$ cat src/rtl/alu_sequencer.sv
// rtl/alu_sequencer.sv - four-state sequencer driving an external 8-bit ALU
module alu_sequencer #(
    parameter int unsigned DEC_SUPPORT = 1
) (
    input  logic       CLK,
    input  logic       RST_N,
    input  logic       REQ,
    input  logic [3:0] OP,
    input  logic [7:0] OPA,
    input  logic [7:0] OPB,
    input  logic       C_IN,
    input  logic       D_FLAG,
    output logic [7:0] ALU_A,
    output logic [7:0] ALU_B,
    output logic       ALU_CIN,
    output logic       SUMS,
    output logic       ANDS,
    output logic       ORS,
    output logic       EORS,
    output logic       SRS,
    output logic       DEC_EN,
    input  logic [7:0] ALU_RESULT,
    input  logic       ALU_COUT,
    input  logic       ALU_OF,
    output logic       BUSY,
    output logic       DONE,
    output logic       WE,
    output logic       ERR,
    output logic [7:0] RESULT,
    output logic       N,
    output logic       Z,
    output logic       C,
    output logic       V
);

    typedef enum logic [1:0] {S_IDLE, S_LOAD, S_EXEC, S_DONE} state_t;

    localparam logic [3:0] OP_ADC = 4'd0;
    localparam logic [3:0] OP_SBC = 4'd1;
    localparam logic [3:0] OP_AND = 4'd2;
    localparam logic [3:0] OP_ORA = 4'd3;
    localparam logic [3:0] OP_EOR = 4'd4;
    localparam logic [3:0] OP_LSR = 4'd5;
    localparam logic [3:0] OP_ASL = 4'd6;
    localparam logic [3:0] OP_ROL = 4'd7;
    localparam logic [3:0] OP_ROR = 4'd8;
    localparam logic [3:0] OP_CMP = 4'd9;

    state_t     state, next_state;
    logic [3:0] op_q;
    logic [7:0] opa_q, opb_q;
    logic       cin_q, dflag_q;

    logic [3:0] src_op;
    logic [7:0] src_a, src_b;
    logic       src_cin, src_dec, dec_mode;
    logic [7:0] drv_a, drv_b;
    logic       drv_cin, drv_sums, drv_ands, drv_ors, drv_eors, drv_srs, drv_dec;
    logic       drive_active;

    logic       op_legal;
    logic [7:0] fin_res;
    logic       fin_c, fin_v;

    always_ff @(posedge CLK) begin
        if (!RST_N) state <= S_IDLE;
        else        state <= next_state;
    end

    always_comb begin
        next_state = state;
        case (state)
            S_IDLE: if (REQ) next_state = S_LOAD;
            S_LOAD: next_state = S_EXEC;
            S_EXEC: next_state = S_DONE;
            S_DONE: next_state = S_IDLE;
            default: next_state = S_IDLE;
        endcase
    end

    assign drive_active = (next_state == S_LOAD) || (next_state == S_EXEC);

    // Drive registers load on the accepting edge, so they must see the live inputs there.
    always_comb begin
        src_op   = (state == S_IDLE) ? OP     : op_q;
        src_a    = (state == S_IDLE) ? OPA    : opa_q;
        src_b    = (state == S_IDLE) ? OPB    : opb_q;
        src_cin  = (state == S_IDLE) ? C_IN   : cin_q;
        src_dec  = (state == S_IDLE) ? D_FLAG : dflag_q;
        dec_mode = (DEC_SUPPORT != 0) && src_dec;
        drv_a    = src_a;
        drv_b    = 8'h00;
        drv_cin  = 1'b0;
        drv_sums = 1'b0;
        drv_ands = 1'b0;
        drv_ors  = 1'b0;
        drv_eors = 1'b0;
        drv_srs  = 1'b0;
        drv_dec  = 1'b0;
        case (src_op)
            OP_ADC: begin
                drv_sums = 1'b1;
                drv_b    = src_b;
                drv_cin  = src_cin;
                drv_dec  = dec_mode;
            end
            OP_SBC: begin
                drv_sums = 1'b1;
                drv_b    = dec_mode ? (8'h99 - src_b) : ~src_b;
                drv_cin  = src_cin;
                drv_dec  = dec_mode;
            end
            OP_AND: begin drv_ands = 1'b1; drv_b = src_b; end
            OP_ORA: begin drv_ors  = 1'b1; drv_b = src_b; end
            OP_EOR: begin drv_eors = 1'b1; drv_b = src_b; end
            OP_LSR, OP_ROR: begin drv_srs = 1'b1; drv_b = 8'h01; end
            OP_ASL: begin drv_sums = 1'b1; drv_b = src_a; end
            OP_ROL: begin drv_sums = 1'b1; drv_b = src_a; drv_cin = src_cin; end
            OP_CMP: begin drv_sums = 1'b1; drv_b = ~src_b; drv_cin = 1'b1; end
            default: drv_a = 8'h00;
        endcase
    end

    always_comb begin
        op_legal = (op_q <= OP_CMP);
        fin_res  = ALU_RESULT;
        fin_c    = C;
        fin_v    = V;
        if (op_q == OP_ROR) fin_res[7] = cin_q;
        case (op_q)
            OP_ADC, OP_SBC: begin fin_c = ALU_COUT; fin_v = ALU_OF; end
            OP_ASL, OP_ROL, OP_CMP: fin_c = ALU_COUT;
            OP_LSR, OP_ROR: fin_c = opa_q[0];
            default: ;
        endcase
    end

    always_ff @(posedge CLK) begin
        if (!RST_N) begin
            op_q    <= 4'd0;
            opa_q   <= 8'h00;
            opb_q   <= 8'h00;
            cin_q   <= 1'b0;
            dflag_q <= 1'b0;
            ALU_A   <= 8'h00;
            ALU_B   <= 8'h00;
            ALU_CIN <= 1'b0;
            SUMS    <= 1'b0;
            ANDS    <= 1'b0;
            ORS     <= 1'b0;
            EORS    <= 1'b0;
            SRS     <= 1'b0;
            DEC_EN  <= 1'b0;
            BUSY    <= 1'b0;
            DONE    <= 1'b0;
            WE      <= 1'b0;
            ERR     <= 1'b0;
            RESULT  <= 8'h00;
            N       <= 1'b0;
            Z       <= 1'b0;
            C       <= 1'b0;
            V       <= 1'b0;
        end else begin
            if (state == S_IDLE && REQ) begin
                op_q    <= OP;
                opa_q   <= OPA;
                opb_q   <= OPB;
                cin_q   <= C_IN;
                dflag_q <= D_FLAG;
            end
            ALU_A   <= drive_active ? drv_a : 8'h00;
            ALU_B   <= drive_active ? drv_b : 8'h00;
            ALU_CIN <= drive_active && drv_cin;
            SUMS    <= drive_active && drv_sums;
            ANDS    <= drive_active && drv_ands;
            ORS     <= drive_active && drv_ors;
            EORS    <= drive_active && drv_eors;
            SRS     <= drive_active && drv_srs;
            DEC_EN  <= drive_active && drv_dec;
            BUSY    <= (next_state != S_IDLE);
            DONE    <= (next_state == S_DONE);
            WE      <= (state == S_EXEC) && op_legal && (op_q != OP_CMP);
            ERR     <= (state == S_EXEC) && !op_legal;
            if (state == S_EXEC && op_legal) begin
                RESULT <= fin_res;
                N      <= fin_res[7];
                Z      <= (fin_res == 8'h00);
                C      <= fin_c;
                V      <= fin_v;
            end
        end
    end

endmodule

$ cat config.mk
export PLATFORM = sky130hd
export DESIGN_NAME = alu_sequencer
export DESIGN_NICKNAME = d
export VERILOG_FILES = /design/src/rtl/alu_sequencer.sv
export SDC_FILE = /design/constraint.sdc
export NUM_CORES = 1
export LEC_CHECK = 0
export BUFFER_PORTS_ARGS = -buffer_cell sky130_fd_sc_hd__buf_2
export CAP_MARGIN = 20
export CORE_ASPECT_RATIO = 1.2
export CORE_MARGIN = 8
export CORE_UTILIZATION = 44
export CTS_CLUSTER_DIAMETER = 150
export DETAILED_ROUTE_END_ITERATION = 8
export PLACE_DENSITY = 0.68
export SYNTH_ARGS = -nofsm -noshare
export SYNTH_HDL_FRONTEND = slang
export SYNTH_SLANG_ARGS = --single-unit
export TNS_END_PERCENT = 30
$ cat constraint.sdc
create_clock -name CLK -period 3 [get_ports CLK]
set_clock_uncertainty 0.1 [all_clocks]
set_input_delay 0.6 -clock CLK [delete_from_list [all_inputs] [get_ports CLK]]
set_output_delay 0.6 -clock CLK [all_outputs]
set_load 0.03 [all_outputs]
==> reports/metrics.cfg <==
[final_layout]
area_growth_pct = 19.4
multiInputGateArea_um2 = 1620
drive_gt1_share_pct = 27.4
finalInstanceArea_um2 = 3590
post-route-util_pct = 53.3
n_fill_cell = 651
num-nets-final = 451
antenna_cells = 0
regArea_um2 = 1240
finalNonFillerCells = 503

[critical_path]
crit_arrival_ns = 2.72
setup.worst_path.class = register to register
endpoint_kind = register
r2r-end = ALU_B[1]$_SDFF_PN0_
r2r_setup_slack_ns = 0.45
reg2regPathDepth = 8
critPathRequiredTime_ns = 3.17
critPathLaunchType = register
crit_fanout = 10
worstReg2RegStart = state[0]$_SDFF_PN0_
startpoint = state[0]$_SDFF_PN0_

[timing]
setup_viol = 0
drv_slew = 0
rsz0062_at_grt = no
holdWs_ns = 0.364
setup-tns-final_ns = 0
hold_viol = 0
tightest_slew_ns = 0.760
layout_min_cycle_time_ns = 2.55
max_freq_mhz = 392
finalCritPeriodShare_pct = 85.0
max-slew-margin-rel_pct = 49.2
fin_ws_ns = 0.451

[clocking]
clock_sinks = 62
cts_buffers = 9
htreeDepth = 3
ctsResizeCount = 0
cts_setup_buffers = 0
cts_root_buf = clkbuf_8
cts_buffer_depth = 2
path_clk_slew_ns = 0.07
cts_tree = built
clk_latency_ns = 0.34
hold_buffers = 0

[place]
dp_slack_ns = 0.540
dp_hpwl_um = 5830
place_area_um2 = 3420
io_buffers = 73
gp_congestion = 0.942
dp_cells = 487

[grt]
grt_pass1_wl_um = 13000
grt_overflow = 0
grt_start_max_net_pins = 40
grt_util_all_layers_pct = 16.3
grt_pass1_vias = 2689
antenna_found_initial = 0

[floorplanning]
die_area_um2 = 9740
die_h_um = 106
start_util_pct = 44.6
die_x_um = 91.4
core_um2 = 6730
core.rowCount = 33
io_pins = 74

[synthesis]
syn_inst = 340
synth.avg_cell_area_um2 = 8.83
ys_seq_area_share_pct = 41.3
yosys-top-cells-area = dfxtp_1, nand2_1, a21boi_0
netlist.area_leader.share_pct = 41.3
synth_cell_types = 53
syn_area_um2 = 3000
yosys.area.top_type = dfxtp_1
async_flop_share_pct = 0
yosys_warnings = 0
syn-num-nets = 380
ys_ff_latch = 62
synth_edf_count = 0
synth_ff_type = dfxtp_1

[status]
status = completed

[detailed_routing]
via_per_inst = 5.26
wire_per_inst_um = 15.3
dr.pass1.iters = 4
ant_nets = 0
drtIter0Drc = 143
wirelength_um = 7700
vias = 2645
drc = 0

[min_path]
hold_path_end = RESULT[1]$_SDFFE_PN0P_
hold_path.startpoint = RESULT[1]$_SDFFE_PN0P_
hold_depth = 2
min_path_type = register to register

[pwr]
p_total_mw = 3.64
combPwrFrac_pct = 52.3
p_switching_mw = 1.61
p_per_area_nw_per_um2 = 1010
ir_drop_mv = 0.505
p_seq_share_pct = 30.3
power.leakage_nw = 1.57
p_sw_share_pct = 44.3
clock_power_share_pct = 17.4
internal_power_mw = 2.03

[run]
drv_cap = 0

[cells in the mapped netlist (3+ instances only)]
| cell type | number |
|---|---|
| a21boi_0 | 30 |
| a21oi_1 | 7 |
| a31oi_1 | 4 |
| and2_1 | 3 |
| buf_2 | 4 |
| buf_6 | 4 |
| clkbuf_1 | 11 |
| dfxtp_1 | 62 |
| ha_1 | 5 |
| inv_1 | 5 |
| mux2_2 | 6 |
| mux2i_1 | 22 |
| mux2i_2 | 5 |
| nand2_1 | 71 |
| nand3_1 | 13 |
| nor2_1 | 24 |
| nor2b_1 | 5 |
| nor3_1 | 7 |
| o21ai_0 | 5 |
| o22ai_1 | 4 |
[power groups by stage]
| stage | clock network, mW | logic, mW | registers (mW) |
|---|---|---|---|
| floorplan | 0 | 1.21 | 1.35 |
| global placement | 0 | 1.89 | 1.12 |
| detailed placement | 0 | 1.89 | 1.12 |
| CTS | 0.650 | 1.90 | 1.10 |
| global route | 0.686 | 2.07 | 1.13 |
| finish | 0.632 | 1.90 | 1.10 |
[cell type report]
class | instances | area share, %
multi-input cells | 251 | 45.1
clock buffers | 12 | 4.05
well taps | 87 | 3.04
clock inverters | 4 | 0.628
inverters | 5 | 0.523
repair buffers | 82 | 12.1
flip-flops and latches | 62 | 34.6
[cells in the final DEF (no fill, tap or decap), types with 4 or more instances in the layout]
master,Yosys,final
a21boi_0,30,30
a21oi_1,7,7
a31oi_1,4,4
buf_2,4,73
buf_4,2,9
clkbuf_8,0,10
dfxtp_1,62,62
ha_1,5,5
inv_1,5,5
mux2_2,6,6
mux2i_1,22,22
mux2i_2,5,5
nand2_1,71,71
nand3_1,13,13
nor2_1,24,24
nor2b_1,5,5
nor3_1,7,7
o21ai_0,5,5
o22ai_1,4,4
[worst max path at each step]
stage | to | slack [ns] | cells after the start
after floorplan | ALU_B[4]$_SDFF_PN0_ | 0.85 | 10
after global routing | ALU_B[2]$_SDFF_PN0_ | 0.23 | 8
after CTS | ALU_B[4]$_SDFF_PN0_ | 0.52 | 10
after global placement | ALU_B[2]$_SDFF_PN0_ | 0.49 | 8
final | ALU_B[1]$_SDFF_PN0_ | 0.45 | 8
after detailed placement | ALU_B[1]$_SDFF_PN0_ | 0.54 | 8
[cells by family after synthesis]
| kind of cell | after synthesis | synth area share [%] |
|---|---|---|
| AO/OA/AOI/OAI | 68 | 16.3 |
| AND/OR/NAND/NOR | 140 | 21.4 |
| adder cells (fa/ha/maj) | 5 | 2.08 |
| XOR/XNOR | 3 | 0.875 |
| flip-flops | 62 | 41.3 |
| multiplexers | 35 | 13.1 |
| buffers and inverters | 27 | 4.83 |
[sequential cells by signal, summed over array words and instances (netlist names), 2 cells and up]
signal / count
RESULT: 8
ALU_A: 8
ALU_B: 8
opb_q: 8
opa_q: 8
op_q: 4
state: 2
[critical path: stages, from the launching register on]
cell and delay, ns:
dfxtp_1 0.31, inv_1 0.10, ha_1 0.48, buf_4 0.27, mux2i_2 0.55, nand2_1 0.22, o311ai_0 0.15, a32oi_1 0.13
o21ai_0 0.17
[routing by layer]
metal	share of wire, %	routed length, um	vias up	global-route usage, %
met5	0	0	-	0
met4	2.1	159	0	8.56
met3	8.0	614	13	6.27
met2	47	3620	96	25.5
met1	43	3310	1203	18.9
li1	-	-	1333	-
(Power assumes the default switching activity.)
